<file path="config.mk">
export PLATFORM = sky130hd
export DESIGN_NAME = scr_stack_ctrl
export DESIGN_NICKNAME = d
export VERILOG_FILES = /design/src/rtl/scr_stack_ctrl.sv
export SDC_FILE = /design/constraint.sdc
export NUM_CORES = 1
export LEC_CHECK = 0
export ABC_AREA = 1
export BUFFER_PORTS_ARGS = -buffer_cell sky130_fd_sc_hd__buf_2
export CAP_MARGIN = 10
export CORE_MARGIN = 8
export CORE_UTILIZATION = 35
export DETAILED_ROUTE_END_ITERATION = 8
export PLACE_DENSITY = 0.68
export SLEW_MARGIN = 30
export SYNTH_ARGS = -nofsm -noshare
export SYNTH_HDL_FRONTEND = slang
export SYNTH_SLANG_ARGS = --single-unit
export TNS_END_PERCENT = 5
</file>
<file path="constraint.sdc">
create_clock -name CLK -period 3.1 [get_ports CLK]
set_clock_uncertainty 0.05 [all_clocks]
set_input_delay 0.155 -clock CLK [delete_from_list [all_inputs] [get_ports CLK]]
set_output_delay 0.155 -clock CLK [all_outputs]
set_load 0.02 [all_outputs]
</file>
<file path="src/rtl/scr_stack_ctrl.sv">
// Scratch-RAM controller: direct LD/ST plus a downward-growing byte stack
// with PUSH/POP and two-cycle CALL/RET of a 10-bit return address.
module scr_stack_ctrl (
  input  logic       CLK,
  input  logic       RST_N,
  input  logic [2:0] OP,
  input  logic       OP_VALID,
  input  logic [7:0] ADDR_IN,
  input  logic [7:0] REG_DATA,
  input  logic [9:0] PC_IN,
  input  logic [7:0] SCR_DATA_OUT,
  output logic [7:0] SCR_ADDR,
  output logic [7:0] SCR_DATA_IN,
  output logic       SCR_WE,
  output logic       BUSY,
  output logic [7:0] RD_DATA,
  output logic       RD_VALID,
  output logic [9:0] RET_PC,
  output logic       RET_VALID,
  output logic [7:0] SP,
  output logic       OVF,
  output logic       UNF
);

  localparam logic [2:0] OP_ST   = 3'b001;
  localparam logic [2:0] OP_LD   = 3'b010;
  localparam logic [2:0] OP_PUSH = 3'b011;
  localparam logic [2:0] OP_POP  = 3'b100;
  localparam logic [2:0] OP_CALL = 3'b101;
  localparam logic [2:0] OP_RET  = 3'b110;

  localparam logic [1:0] S_IDLE  = 2'd0;
  localparam logic [1:0] S_CALL2 = 2'd1;
  localparam logic [1:0] S_RET2  = 2'd2;

  logic [1:0] state;
  logic [7:0] sp;
  logic [8:0] depth;
  logic       ovf;
  logic       unf;
  logic [7:0] call_lo;
  logic [7:0] ret_lo;
  logic [7:0] rd_data_p1;
  logic       vld_p1;
  logic [9:0] ret_pc_p1;
  logic       ret_vld_p1;

  logic       accept;
  logic       push_ok;
  logic       pop_ok;
  logic       call_ok;
  logic       ret_ok;
  logic [7:0] sp_dec;
  logic       we_c;

  assign accept  = OP_VALID && (state == S_IDLE);
  assign push_ok = (depth != 9'd256);
  assign pop_ok  = (depth != 9'd0);
  assign call_ok = (depth <= 9'd254);
  assign ret_ok  = (depth >= 9'd2);
  assign sp_dec  = sp - 8'd1;

  // Scratch RAM port: combinational from current command and state
  always_comb begin
    SCR_ADDR    = sp;
    SCR_DATA_IN = REG_DATA;
    we_c        = 1'b0;
    case (state)
      S_IDLE: begin
        if (accept) begin
          case (OP)
            OP_ST: begin
              SCR_ADDR = ADDR_IN;
              we_c     = 1'b1;
            end
            OP_LD:   SCR_ADDR = ADDR_IN;
            OP_PUSH: begin
              SCR_ADDR = sp_dec;
              we_c     = push_ok;
            end
            OP_CALL: begin
              SCR_ADDR    = sp_dec;
              SCR_DATA_IN = {6'b0, PC_IN[9:8]};
              we_c        = call_ok;
            end
            default: SCR_ADDR = sp;
          endcase
        end
      end
      S_CALL2: begin
        SCR_ADDR    = sp_dec;
        SCR_DATA_IN = call_lo;
        we_c        = 1'b1;
      end
      default: SCR_ADDR = sp;
    endcase
  end

  assign SCR_WE = we_c & RST_N;

  // Stage p1: stack state, flags and registered read results
  always_ff @(posedge CLK) begin
    if (!RST_N) begin
      state      <= S_IDLE;
      sp         <= 8'h00;
      depth      <= 9'd0;
      ovf        <= 1'b0;
      unf        <= 1'b0;
      rd_data_p1 <= 8'h00;
      vld_p1     <= 1'b0;
      ret_pc_p1  <= 10'h000;
      ret_vld_p1 <= 1'b0;
    end else begin
      vld_p1     <= 1'b0;
      ret_vld_p1 <= 1'b0;
      case (state)
        S_IDLE: begin
          if (accept) begin
            case (OP)
              OP_LD: begin
                rd_data_p1 <= SCR_DATA_OUT;
                vld_p1     <= 1'b1;
              end
              OP_PUSH: begin
                if (push_ok) begin
                  sp    <= sp_dec;
                  depth <= depth + 9'd1;
                end else begin
                  ovf <= 1'b1;
                end
              end
              OP_POP: begin
                if (pop_ok) begin
                  rd_data_p1 <= SCR_DATA_OUT;
                  vld_p1     <= 1'b1;
                  sp         <= sp + 8'd1;
                  depth      <= depth - 9'd1;
                end else begin
                  unf <= 1'b1;
                end
              end
              OP_CALL: begin
                if (call_ok) begin
                  sp      <= sp_dec;
                  depth   <= depth + 9'd1;
                  call_lo <= PC_IN[7:0];
                  state   <= S_CALL2;
                end else begin
                  ovf <= 1'b1;
                end
              end
              OP_RET: begin
                if (ret_ok) begin
                  ret_lo <= SCR_DATA_OUT;
                  sp     <= sp + 8'd1;
                  depth  <= depth - 9'd1;
                  state  <= S_RET2;
                end else begin
                  unf <= 1'b1;
                end
              end
              default: state <= S_IDLE;
            endcase
          end
        end
        S_CALL2: begin
          sp    <= sp_dec;
          depth <= depth + 9'd1;
          state <= S_IDLE;
        end
        S_RET2: begin
          ret_pc_p1  <= {SCR_DATA_OUT[1:0], ret_lo};
          ret_vld_p1 <= 1'b1;
          sp         <= sp + 8'd1;
          depth      <= depth - 9'd1;
          state      <= S_IDLE;
        end
        default: state <= S_IDLE;
      endcase
    end
  end

  assign BUSY      = (state != S_IDLE);
  assign RD_DATA   = rd_data_p1;
  assign RD_VALID  = vld_p1;
  assign RET_PC    = ret_pc_p1;
  assign RET_VALID = ret_vld_p1;
  assign SP        = sp;
  assign OVF       = ovf;
  assign UNF       = unf;

endmodule
</file>
==> impl_metrics.ini <==
[outcome]
status = finished clean

[setup_path]
crit_buf_inv = 4
path_max_fanout = 14
cp-start-kind = flop
worstSetupPathType = reg2out
slowest_delay_ns = 0.47
critPathTopFamily = buffers and inverters
crit_chain = inv_1 > ha_1 > nand2_1 > inv_1 > nand2_1 > inv_1 > nand2_1 > o2111ai_1 > buf_2
reg2reg_slack_ns = 0.68
cp_slowest_cell = ha_1
crit_path_end_kind = primary output
required_ns = 2.89
arrival_ns = 2.47

[clocking]
worstSkewPairLatency_ns = 0.34
post_cts_resized = 0
clkSinkCount = 57
clk_pin_slew_ns = 0.07
cts_root_buf = clkbuf_8
cts_buffers = 9
clockBufferDepth = 2
cts_tree = done
htree_levels = 3

[cells_and_area]
final_util_pct = 45.1
drive_gt1_share_pct = 20.5
num_antenna_cells = 0
nNetsFinal = 664
final_common_cell = nand2_1
fin_area_um2 = 4430
mostFrequentLayoutCells = nand2_1 (121), nor2_1 (106), buf_2 (87), inv_1 (49)
fill_cells = 1034
seqCellArea_um2 = 1300
area_growth_syn_to_layout_pct = 24.7
multi_input_area_um2 = 1940

[yosys]
synth_top_family_by_area = simple AND/OR/NAND/NOR gates
netlist-cell-type-count = 34
synth_xor_area_share_pct = 3.20
synthCells = 516
yosys-top-cells-area = dfxtp_1 (23%), edfxtp_1 (14%), nand2_1 (13%)
yosysSeqAreaShare_pct = 36.6
ys_warn_count = 0
synthSimpleGateAreaFrac_pct = 34.7
synth_compound_area_share_pct = 13.2
synth_top_area_share_pct = 23.1
synth_fa_ha_area_share_pct = 3.52
ys_ff_latch = 57
synth_top_area_cell = dfxtp_1
synth_mux_area_share_pct = 0
synth.avg_cell_area_um2 = 6.89
syn_area_um2 = 3560
synthesis.nets = 566

[placement]
gp_congestion = 0.921
dpl_cell_area_um2 = 4050
portBuffers = 87
hpwl_um = 7790

[power]
p_per_area_nw_per_um2 = 515
cellLeakagePower_nw = 2.12
ir_drop_v = 0.000396

[global_routing]
grt_overflow = 0
grt_usage_pct = 16.0
grt_pass1_wl_um = 17600
grt_max_degree = 40
grt_pass1_vias = 3699
antenna_found_initial = 0

[sta]
post-route-period-util_pct = 86.3
relSlewSlack_pct = 53.0
tns_ns = 0
hold_violations = 0
clock.fmax_ghz = 0.374
fin_crit_ns = 2.68
tightestPinTransition_ns = 0.702
setup_viol = 0
final_max_slew_viol_count = 0
rsz0062_at_grt = false

[detailed_routing]
drc = 0
drt_iter0_markers = 275
post_drt_wl_per_cell_um = 13.8
via_count = 3672
first_pass_iters = 5
viasPerCell = 4.88
antenna_left = 0
drt-total-wl_um = 10400

[die]
start_util_pct = 36.2
die_w_um = 117
fp.coreArea_um2 = 9820
io_pins = 88
die_h_um = 117
rows = 36
dieArea_um2 = 13600

[min_path]
hp-class = in2reg

[job]
maxCapViolCount = 0
## report_power, final
group | switching (W) | total [W] | internal (W)
Sequential | 0.0000613 | 0.000869 | 0.000807
Clock | 0.000341 | 0.000769 | 0.000429
Combinational | 0.000413 | 0.000647 | 0.000234
## final timing paths
path | startpoint | cells past startpoint | endpoint
max | state[0]$_SDFFE_PN0P_ | 9 | SCR_ADDR[5]
min | OP[0] | 4 | UNF$_SDFFE_PN0P_
max reg2reg | state[0]$_SDFFE_PN0P_ | 6 | call_lo[0]$_DFFE_PP_
min reg2reg | OVF$_SDFFE_PN0P_ | 2 | OVF$_SDFFE_PN0P_
## repair_timing
item | CTS | global route
endpoints found under the setup margin | 0 | 0
endpoints found under the hold margin | 19 | 0
hold buffers | 16 | 0
setup buffers | 0 | 0
## flip-flops by register name (all words and copies together), names as in the netlist
signal	flops
RD_VALID	1
call_lo	8
OVF	1
ret_lo	8
RET_PC	10
RD_DATA	8
depth	9
SP	8
UNF	1
state	2
RET_VALID	1
## metrics by stage
step / std cells / total power (W) / setup WS, ns / hold slack, ns
CTS: 752 / 0.00230 / 0.428 / 0.174
finish: 752 / 0.00228 / 0.424 / 0.199
global placement: 720 / 0.00150 / 0.857 / 0.282
floorplan: 516 / 0.00134 / 1.16 / 0.204
detailed placement: 720 / 0.00151 / 0.719 / 0.283
global route: 752 / 0.00244 / 0.212 / 0.209
## cell usage after synthesis
library cell,instances
a22oi_1,3
buf_4,2
edfxtp_1,16
buf_2,6
o21a_1,1
nor2_2,6
nand4_1,7
a31oi_1,2
o2111ai_1,3
o22ai_1,3
nor2_1,106
a21oi_4,1
xor2_1,8
nor2_4,3
nor3_1,1
xnor2_1,5
nand2_2,3
ha_1,10
or2_2,1
o21ai_0,38
o221ai_1,3
a21oi_1,7
nand2_1,121
buf_6,5
dfxtp_1,41
a32o_1,6
clkbuf_1,5
nand3_1,41
o21ai_1,1
o211ai_1,4
inv_2,3
inv_1,49
o21ai_2,2
nand3_2,3
## final cells by class
class                      instances  area share, %
clock buffer                      10           3.36
clock inverter                     6           1.61
inverter                          52           4.40
multi-input combinational        389           43.7
sequential                        57           29.4
tap                              133           3.75
timing repair buffer             105           13.8
## layer usage
metal	routed length [um]	GRT usage, %	vias up
li1	-	-	1879
met1	4870	20.4	1656
met2	4590	24.9	120
met3	719	5.08	17
met4	186	5.38	0
met5	0	0	-
## worst min-delay path, delay by kind of cell
family / cells / cell delay (ns)
compound gates: 1 / 0.06
buf+inv: 1 / 0.11
simple gates: 2 / 0.20
## kinds of logic (layout without fill, tap and decap cells)
logic type	Yosys count	in the layout
compound gates	74	74
buf+inv	70	173
xor+xnor	13	13
flops	57	57
fa+ha+maj	10	10
simple gates	292	292
No activity file was read; power rests on OpenSTA's default activity.
